===== src/rtl/ps2_mouse_receiver.sv =====
// PS/2 mouse receive path: pin conditioning, 11-bit frame deframing and
// 3-byte stream packet decode into movement bytes, direction flags and buttons.
module ps2_mouse_receiver #(
   parameter int FILTER_LEN     = 8,
   parameter int TIMEOUT_CYCLES = 200000,
   parameter int HOLD_CYCLES    = 1000000
) (
   input  logic       clk,
   input  logic       reset,
   input  logic       PS2Clk,
   input  logic       PS2Data,
   output logic [7:0] mouse_x,
   output logic [7:0] mouse_y,
   output logic       x_pos,
   output logic       x_neg,
   output logic       y_pos,
   output logic       y_neg,
   output logic       left,
   output logic       right
);

   localparam int FW = $clog2(FILTER_LEN + 1);
   localparam int TW = $clog2(TIMEOUT_CYCLES + 1);
   localparam int HW = $clog2(HOLD_CYCLES + 1);

   localparam logic [0:0] S_IDLE  = 1'b0;
   localparam logic [0:0] S_SHIFT = 1'b1;

   logic [1:0]    r_clk_sync, r_dat_sync;
   logic          r_clk_filt;
   logic [FW-1:0] r_filt_cnt;
   logic          r_fall, r_bit;
   logic          w_clk_s, w_dat_s;

   assign w_clk_s = r_clk_sync[1];
   assign w_dat_s = r_dat_sync[1];

   // Lines idle high, so reset the synchronizers high to avoid a false edge.
   always_ff @(posedge clk or posedge reset) begin
      if (reset) begin
         r_clk_sync <= 2'b11;
         r_dat_sync <= 2'b11;
      end else begin
         r_clk_sync <= {r_clk_sync[0], PS2Clk};
         r_dat_sync <= {r_dat_sync[0], PS2Data};
      end
   end

   always_ff @(posedge clk or posedge reset) begin
      if (reset) begin
         r_clk_filt <= 1'b1;
         r_filt_cnt <= '0;
         r_fall     <= 1'b0;
         r_bit      <= 1'b1;
      end else begin
         r_fall <= 1'b0;
         r_bit  <= w_dat_s;
         if (w_clk_s == r_clk_filt) begin
            r_filt_cnt <= '0;
         end else if (r_filt_cnt == FW'(FILTER_LEN - 1)) begin
            r_clk_filt <= w_clk_s;
            r_filt_cnt <= '0;
            r_fall     <= ~w_clk_s;
         end else begin
            r_filt_cnt <= r_filt_cnt + 1'b1;
         end
      end
   end

   logic [0:0]    r_state;
   logic [3:0]    r_bitcnt;
   logic [9:0]    r_shift;
   logic [TW-1:0] r_tmo;
   logic          r_byte_stb, r_frame_drop;
   logic [7:0]    r_byte;
   logic [9:0]    w_frame;
   logic          w_frame_ok;

   // w_frame = {stop, parity, data[7:0]} once the tenth post-start bit arrives
   assign w_frame    = {r_bit, r_shift[9:1]};
   assign w_frame_ok = (^w_frame[8:0]) & w_frame[9];

   always_ff @(posedge clk or posedge reset) begin
      if (reset) begin
         r_state      <= S_IDLE;
         r_bitcnt     <= '0;
         r_shift      <= '0;
         r_tmo        <= '0;
         r_byte_stb   <= 1'b0;
         r_frame_drop <= 1'b0;
         r_byte       <= '0;
      end else begin
         r_byte_stb   <= 1'b0;
         r_frame_drop <= 1'b0;
         case (r_state)
            S_IDLE: begin
               r_tmo <= '0;
               if (r_fall && !r_bit) begin
                  r_state  <= S_SHIFT;
                  r_bitcnt <= '0;
               end
            end
            S_SHIFT: begin
               if (r_fall) begin
                  r_tmo    <= '0;
                  r_shift  <= w_frame;
                  r_bitcnt <= r_bitcnt + 1'b1;
                  if (r_bitcnt == 4'd9) begin
                     r_state <= S_IDLE;
                     if (w_frame_ok) begin
                        r_byte_stb <= 1'b1;
                        r_byte     <= w_frame[7:0];
                     end else begin
                        r_frame_drop <= 1'b1;
                     end
                  end
               end else if (r_tmo >= TW'(TIMEOUT_CYCLES)) begin
                  r_state      <= S_IDLE;
                  r_frame_drop <= 1'b1;
               end else begin
                  r_tmo <= r_tmo + 1'b1;
               end
            end
         endcase
      end
   end

   logic [1:0]    r_idx;
   logic [1:0]    r_btn;
   logic          r_xs, r_ys, r_xo, r_yo;
   logic [7:0]    r_b1;
   logic [7:0]    r_mx, r_my;
   logic          r_xp, r_xn, r_yp, r_yn, r_left, r_right;
   logic [HW-1:0] r_hold;
   logic          w_commit, w_x_mv, w_y_mv;

   assign w_commit = r_byte_stb && (r_idx == 2'd2);
   assign w_x_mv   = (r_b1 != 8'd0) | r_xo;
   assign w_y_mv   = (r_byte != 8'd0) | r_yo;

   // Byte 0 must carry the always-one bit 3, otherwise it is dropped to resync.
   always_ff @(posedge clk or posedge reset) begin
      if (reset) begin
         r_idx <= '0;
         r_btn <= '0;
         r_xs  <= 1'b0;
         r_ys  <= 1'b0;
         r_xo  <= 1'b0;
         r_yo  <= 1'b0;
         r_b1  <= '0;
      end else if (r_frame_drop) begin
         r_idx <= '0;
      end else if (r_byte_stb) begin
         case (r_idx)
            2'd0: begin
               if (r_byte[3]) begin
                  r_btn <= r_byte[1:0];
                  r_xs  <= r_byte[4];
                  r_ys  <= r_byte[5];
                  r_xo  <= r_byte[6];
                  r_yo  <= r_byte[7];
                  r_idx <= 2'd1;
               end
            end
            2'd1: begin
               r_b1  <= r_byte;
               r_idx <= 2'd2;
            end
            default: r_idx <= 2'd0;
         endcase
      end
   end

   // Flags stay up for exactly HOLD_CYCLES after the latest commit.
   always_ff @(posedge clk or posedge reset) begin
      if (reset) begin
         r_mx    <= '0;
         r_my    <= '0;
         r_xp    <= 1'b0;
         r_xn    <= 1'b0;
         r_yp    <= 1'b0;
         r_yn    <= 1'b0;
         r_left  <= 1'b0;
         r_right <= 1'b0;
         r_hold  <= '0;
      end else if (w_commit) begin
         r_mx    <= r_b1;
         r_my    <= r_byte;
         r_left  <= r_btn[0];
         r_right <= r_btn[1];
         r_xp    <= ~r_xs & w_x_mv;
         r_xn    <=  r_xs & w_x_mv;
         r_yp    <= ~r_ys & w_y_mv;
         r_yn    <=  r_ys & w_y_mv;
         r_hold  <= HW'(HOLD_CYCLES);
      end else if (r_hold != '0) begin
         r_hold <= r_hold - 1'b1;
         if (r_hold == HW'(1)) begin
            r_xp <= 1'b0;
            r_xn <= 1'b0;
            r_yp <= 1'b0;
            r_yn <= 1'b0;
         end
      end
   end

   assign mouse_x = r_mx;
   assign mouse_y = r_my;
   assign x_pos   = r_xp;
   assign x_neg   = r_xn;
   assign y_pos   = r_yp;
   assign y_neg   = r_yn;
   assign left    = r_left;
   assign right   = r_right;

endmodule


===== config.mk =====
export PLATFORM = sky130hd
export DESIGN_NAME = ps2_mouse_receiver
export DESIGN_NICKNAME = d
export VERILOG_FILES = /design/src/rtl/ps2_mouse_receiver.sv
export SDC_FILE = /design/constraint.sdc
export NUM_CORES = 1
export LEC_CHECK = 0
export BUFFER_PORTS_ARGS = -buffer_cell sky130_fd_sc_hd__buf_4
export CAP_MARGIN = 20
export CORE_AREA = 2 2 99 101
export CTS_CLUSTER_SIZE = 8
export DETAILED_ROUTE_END_ITERATION = 12
export DIE_AREA = 0 0 101 103
export GPL_ROUTABILITY_DRIVEN = 0
export HOLD_SLACK_MARGIN = 0.1
export PLACE_DENSITY_LB_ADDON = 0.05
export SLEW_MARGIN = 20
export SYNTH_ARGS = -nofsm -noshare
export SYNTH_HDL_FRONTEND = slang
export SYNTH_SLANG_ARGS = --single-unit

===== constraint.sdc =====
create_clock -name clk -period 4.8 [get_ports clk]
set_clock_uncertainty 0.05 [all_clocks]
set_input_delay 0.24 -clock clk [delete_from_list [all_inputs] [get_ports clk]]
set_output_delay 0.24 -clock clk [all_outputs]
set_load 0.005 [all_outputs]

### Yosys cells after proc, flatten, opt, wreduce, memory -nomap -nowiden

Cells that the tools add are included.

| storage, ports and cells | value |
|---|---|
| bits in registers | 112 |
| word-level logic and storage cells | 112 |
| input port bits | 4 |

| operators by class | value |
|---|---|
| bitwise logic cells | 13 |
| reduce and logical (&&, ||, !) cells | 19 |
| equality and inequality tests | 10 |
| add/sub/neg operators | 4 |
| $lt $le $gt $ge | 1 |
| muxes and demuxes | 36 |

Operators by type and width:

| operator | number |
|---|---|
| $mux 20 | 2 |
| $mux 18 | 2 |
| $pmux 18 s2 | 1 |
| $mux 1 | 21 |
| $eq 20x1->1 const B | 1 |
| $reduce_bool 20->1 | 1 |
| $sub 20x1->20 const B | 1 |
| $add 18x1->18 const B | 1 |
| $ge 18x18->1 const B | 1 |
| $mux 4 | 4 |
| $reduce_bool 8->1 | 2 |
| $reduce_and 2->1 | 5 |
| $reduce_xor 9->1 | 1 |
| $add 4x1->4 const B | 2 |
| $pmux 4 s2 | 1 |
| $reduce_and 4->1 | 2 |
| $mux 2 | 3 |
| $ne 3x3->1 const B | 2 |
| $not 1->1 | 6 |
| $reduce_bool 2->1 | 3 |
| $and 1x1->1 | 5 |
| $eq 4x3->1 const B | 1 |
| $eq 4x4->1 const B | 1 |
| $ne 2x2->1 const B | 2 |
| other kinds (10) | 12 |

### Logic depth before layout (Yosys ltp)

Gate-level depths: netlist of run 1.

| logic depth | value |
|---|---|
| depth after elaboration | 6 |
| depth in mapped cells | 8 |
| depth with buffers taken out | 7 |

### Least setup slack after synthesis of run 1

OpenSTA, ideal clock, no wires.

| timing | value |
|---|---|
| path type | reg2reg |
| from | reg r_hold[0] |
| to | reg r_hold[9] |
| setup time | 134 ps |
| stages on the path, launching flop included | 8 |
| arrival time | 2176 ps |
| required time | 4616 ps |
| clock period less this slack | 2360 ps |
| slack | 2440 ps |
| cell sequence | dfrtp_1 inv_1 ha_1 or4b_2 nor4_1 or4b_2 xor2_1 nand2_1 |

| between the ends | value |
|---|---|
| cells in the longest elaborated chain, start to end | 3 |

Ends and longest elaborated chain:

| item | line | text |
|---|---|---|
| start, declared | 134 | `logic [HW-1:0] r_hold;` |
| start signal, assigned | 195 | `r_hold <= HW'(HOLD_CYCLES);` |
| start signal, assigned | 197 | `r_hold <= r_hold - 1'b1;` |
| $sub 20x1->20 | 197 |  |
| $mux 20 | 196 | `end else if (r_hold != '0) begin` |
| $mux 20 | 186 | `end else if (w_commit) begin` |

Parallel ways exist; a longest one is shown, timed or not. The select of a mux whose other input is x is not followed.
A chain may end at the register's enable or synchronous reset.

### Final worst setup path of run 1

Ends and elaborated chain as after synthesis.

==> metrics, run 1 <==
Core Region 9460 sq um; CP Buf/Inv Count 1; most frequent cell after synthesis dfrtp_1; synthesized area per cell 10.7 sq um; HP Start r_dat_sync[0]$_DFF_PP1_; Critical Path, Cell by Cell inv_1, ha_1, or4b_2, nor4_1, or4b_2, xor2_1, nand2_1; Tmin final 2.81 ns; I/O Buffers 25; Synth top area share 0.522; design area 5530 sq um; FMAX 0.356 GHz; Setup crit end kind register; crit path max fanout 6; Hold Path End r_dat_sync[1]$_DFF_PP1_; vias in the first global route 3292; Area contributors post-synth dfrtp_1, mux2_2, nand2_1, dfstp_2, xnor2_1; Netlist cell types 56; Final #Nets 504; Worst path slowest cell nor4_1; largest net degree at the start of global routing 62; synthesized instance count 471; setup TNS 0 ns; total power 1600 uW; Starting Density 0.532; Crit path arrival time 3.00 ns; Worst-path clk slew 0.10 ns; hold buffer count at CTS 3; number of buffers created by CTS 9; area growth from synthesis to layout 9.93%; cts repair resizes 0; Residual DRC 0; global-route wire length before repair 15800 microns; status finished clean; post-synth top area cell dfrtp_1; final setup fails 0; number of vias per cell 5.52; Slew Limit Headroom 0.318; max-cap violation count 0; crit share post-route 0.585; Die Wd 101 microns; CP Launch Point r_hold[0]$_DFFE_PP0P_; worst path required time 4.99 ns; Synth Register Bits 111; starting DRC count in detailed routing 117; peak supply drop 0.000240 V; synthesized area 5030 sq um; pwr dens 289 nW/um^2; crit path kind register to register; area taken by multi-input logic gates 2100 sq um; Layout fillers 816; Die Ht 103 microns; Total Routed Length 9090 microns; die area 10400 sq um; predominant post-synthesis flop cell dfrtp_1; cell area after placement 5290 sq um; std cell rows 36; CTS max path bufs 2; Post-synth ARST share 1.00; EDFF count, synth 0; Hold WC Path Type register to register; via count 3370; FF-to-FF path depth 7; CTS tree yes; HPWL after DPL 6120 microns; I/O pins 26; syn_nets 483; Slew Viols, Final 0; worst skew pair latency 0.38 ns; DR pass1 iterations 4; GRT Residual Overflow 0; layout cells sized above 1 0.185; critical path launch point type register; final hold slack 0.308 ns; FF/Latch Area 2790 sq um; DR WL/cell 14.9 microns; RR Endpoint r_hold[9]$_DFFE_PP0P_; Leakage 0.00275 uW; Global Route Usage Sum 0.195; antenna violations before repair 0; delay-heaviest family, CP simple AND/OR/NAND/NOR gates; clk sinks 111; Tightest Pin Transition 1.01 ns; sequential share of the synthesized area 0.554; RSZ-0062 raised after global routing false; worst r2r src r_hold[0]$_DFFE_PP0P_; setup ws final 1.99 ns; max incr delay on CP 0.79 ns; R2R Setup Slk 1.99 ns; most used cell, CP or4b_2; endpoints failing hold 0; post-route ant nets 0; root buf cell clkbuf_8; H-tree levels 3; Yosys Warn Count 0; Post-synth top cells dfrtp_1, nand2_1, nor2_1, mux2_2, xnor2_1; post-CTS setup buffers 0; cell depth of the worst hold path 0; Placement Setup Slack 2.10 ns; antenna cells 0
worst max path at each step:
| stage | endpoint | slack [ns] | depth (start not counted) |
|---|---|---|---|
| after floorplan | left$_DFFE_PP0P_ | 1.59 | 1 |
| after global placement | r_hold[9]$_DFFE_PP0P_ | 2.22 | 7 |
| after detailed placement | r_hold[9]$_DFFE_PP0P_ | 2.10 | 7 |
| after CTS | r_hold[9]$_DFFE_PP0P_ | 2.02 | 7 |
| after global routing | r_hold[9]$_DFFE_PP0P_ | 1.84 | 7 |
| final | r_hold[9]$_DFFE_PP0P_ | 1.99 | 7 |
through the flow:
| stage | utilization | std cells |
|---|---|---|
| floorplan | - | 471 |
| global placement | 0.559 | 592 |
| detailed placement | 0.559 | 592 |
| CTS | 0.585 | 611 |
| global route | 0.585 | 611 |
| finish | 0.585 | 611 |
cells in the final DEF (no fill, tap or decap), types with 5 or more instances in the layout:
| cell type | Yosys | layout |
|---|---|---|
| nand2_1 | 77 | 77 |
| buf_4 | 0 | 27 |
| mux2_2 | 31 | 31 |
| a31oi_1 | 5 | 5 |
| or3_1 | 7 | 7 |
| nand3_1 | 11 | 11 |
| nor4_1 | 9 | 9 |
| clkbuf_8 | 0 | 12 |
| nand4_1 | 10 | 10 |
| o211ai_1 | 5 | 5 |
| and3_1 | 5 | 5 |
| nor3_1 | 9 | 9 |
| xnor2_1 | 17 | 17 |
| inv_1 | 16 | 15 |
| o21ai_0 | 15 | 15 |
| nor2b_1 | 6 | 6 |
| dfstp_2 | 6 | 6 |
| nor2_1 | 35 | 35 |
| a21oi_1 | 15 | 15 |
| dfrtp_1 | 105 | 105 |
| xor2_1 | 12 | 12 |
| ha_1 | 8 | 8 |
power breakdown:
part	internal [uW]	total, uW	switching, uW
clock network	285	578	293
registers	954	966	11.2
logic	22.5	55.8	33.3
kinds of logic after synthesis:
kind of cell               after synthesis  synth area share
AOI/OAI and AO/OA                       57            0.0741
adders and majority gates                8            0.0199
and+or+nand+nor                        196             0.194
muxes                                   33            0.0734
DFF                                    111             0.554
xor gates and xnor gates                30            0.0550
buffers and inverters                   36            0.0296
registers in the layout, indices dropped and copies added, names as in the netlist, 2 cells and up:
register    flops
r_hold         20
r_tmo          18
r_shift         9
mouse_x         8
mouse_y         8
r_b1            8
r_byte          8
r_bitcnt        4
r_filt_cnt      4
r_btn           2
r_clk_sync      2
r_dat_sync      2
r_idx           2
routing by layer:
layer	vias up	part of all wire	global-route usage
met5	-	0	0
met4	0	0.012	0.0520
met3	9	0.032	0.0610
met2	39	0.48	0.314
met1	1650	0.47	0.258
li1	1672	-	-
layout make-up:
class                           instances  share of cell area
Clock inverter                          2             0.00679
Sequential cell                       111               0.504
Multi-Input combinational cell        324               0.379
Tap cell                              114              0.0258
Inverter                               16              0.0113
Clock buffer                           14              0.0312
Timing Repair Buffer                   30              0.0421
(Power assumes the default switching activity.)
==> run 2, diff against run 1 <==
==> constraint.sdc (replaced) <==
create_clock -name clk -period 2.7 [get_ports clk]
set_clock_uncertainty 0.05 [all_clocks]
set_input_delay 0.135 -clock clk [delete_from_list [all_inputs] [get_ports clk]]
set_output_delay 0.135 -clock clk [all_outputs]
set_load 0.005 [all_outputs]
==> run 2 against run 1 <==
  * Sequential cell count unchanged
  * Via count grew 1.3%
  * Global-route usage about the same
  * Register-to-register slack got worse by 1.7 ns
  * Largest cell class unchanged
  * Wire length increased by 0.23%
  * Combinational power increased by 88%
  * Maximum frequency grew 15%
  * Core utilization up 0.93 points
  * First-iteration DRC count shrank 30%
  * Clock-buffer cell count fell by 3
  * Setup slack lost 1.7 ns
==> metrics, run 2 (same netlist as run 1, synthesis figures left out) <==
pwr dens 521 nW/um^2; most frequent cells in the layout dfrtp_1, nand2_1, nor2_1, buf_4, mux2_2; H-tree levels 3; Final #Nets 511; critical path launch point type register; max-cap violation count 0; antenna violations before repair 0; Placement Setup Slack 0.301 ns; Starting Density 0.532; global-route wire length before repair 15900 microns; post-CTS setup buffers 0; Die Ht 103 microns; Total Routed Length 9110 microns; Worst-path clk slew 0.10 ns; commonest non-fill, non-tap cell in the layout dfrtp_1; Die Wd 101 microns; I/O Buffers 25; setup ws final 0.253 ns; std cell rows 36; Tightest Pin Transition 0.888 ns; layout cells sized above 1 0.200; area growth from synthesis to layout 11.7%; Largest regs r_hold: 20 flops, r_tmo: 18 flops, r_shift: 9 flops; Slew Viols, Final 0; Core Region 9460 sq um; DR WL/cell 14.7 microns; Global Route Usage Sum 0.195; CTS tree yes; I/O pins 26; endpoints failing hold 0; DR pass1 iterations 4; setup TNS 0 ns; FMAX 0.409 GHz; number of vias per cell 5.52; Tmin final 2.45 ns; crit path kind register to register; vias in the first global route 3361; number of buffers created by CTS 9; post-route ant nets 0; status finished clean; clk sinks 111; antenna cells 0; peak supply drop 0.000267 V; Setup crit end kind register; worst skew pair latency 0.37 ns; HPWL after DPL 6230 microns; starting DRC count in detailed routing 82; root buf cell clkbuf_8; Slew Limit Headroom 0.407; largest net degree at the start of global routing 43; die area 10400 sq um; final setup fails 0; GRT Residual Overflow 0; worst path required time 2.88 ns; Largest register FFs 20; RSZ-0062 raised after global routing false; via count 3414; Leakage 0.00280 uW; crit share post-route 0.906; Residual DRC 0; Largest Register r_hold; crit path max fanout 5; Hold WC Path Type register to register; CTS max path bufs 2; Crit path arrival time 2.63 ns
==> run 2: stage by stage <==
| step | hold slack (ns) | total power, uW | utilization | instance area [sq um] | instances |
|---|---|---|---|---|---|
| after floorplan | 0.0895 | 1820 | - | 5030 | 471 |
| after global placement | 0.193 | 1850 | 0.566 | 5360 | 599 |
| after detailed placement | 0.195 | 1860 | 0.566 | 5360 | 599 |
| after CTS | 0.311 | 2980 | 0.594 | 5620 | 618 |
| after global routing | 0.316 | 3050 | 0.594 | 5620 | 618 |
| final | 0.310 | 2930 | 0.594 | 5620 | 618 |
==> run 2: layout make-up <==
type	instances	area, sq um
clock inverter	5	80.1
multi-input combinational	324	2100
fill	817	3840
tap	114	143
clock buffer	11	151
inverter	16	63.8
timing repair buffer	37	298
sequential	111	2790
==> run 2: report_power, final <==
| part | internal (uW) | total, uW | switching, uW |
|---|---|---|---|
| registers | 1700 | 1720 | 20.2 |
| clock network | 571 | 1100 | 532 |
| logic | 44.5 | 105 | 60.5 |
==> run 2: repair_timing <==
item	CTS	global route
hold buffers	3	0
gates resized for setup	0	0
hold endpoints to repair	39	0
setup endpoints to repair	0	0
==> run 2: layer usage <==
metal | vias up | share of wire | track usage
met2 | 45 | 0.47 | 0.312
met3 | 10 | 0.032 | 0.0590
li1 | 1691 | - | -
met1 | 1668 | 0.49 | 0.260
met5 | - | 0 | 0
met4 | 0 | 0.011 | 0.0530
==> run 2: path summary, 6_finish.rpt <==
kind	from	endpoint	slack, ns	cells after the start
max	r_hold[0]$_DFFE_PP0P_	r_hold[13]$_DFFE_PP0P_	0.25	8
min	r_clk_sync[0]$_DFF_PP1_	r_clk_sync[1]$_DFF_PP1_	0.31	0
max reg2reg	r_hold[0]$_DFFE_PP0P_	r_hold[13]$_DFFE_PP0P_	0.25	8
min reg2reg	r_clk_sync[0]$_DFF_PP1_	r_clk_sync[1]$_DFF_PP1_	0.31	0
max in group asynchronous	reset	r_clk_sync[0]$_DFF_PP1_	1.42	4
min in group asynchronous	reset	r_xs$_DFFE_PP0P_	0.45	3
==> run 2: worst max-delay path, stage by stage, from the launching register on <==
cell and delay [ns]:
dfrtp_1 0.44, inv_1 0.10, ha_1 0.22, or4b_2 0.60
nor4_1 0.39, buf_4 0.22, nor3_1 0.06, xnor2_1 0.16
nor2_1 0.06
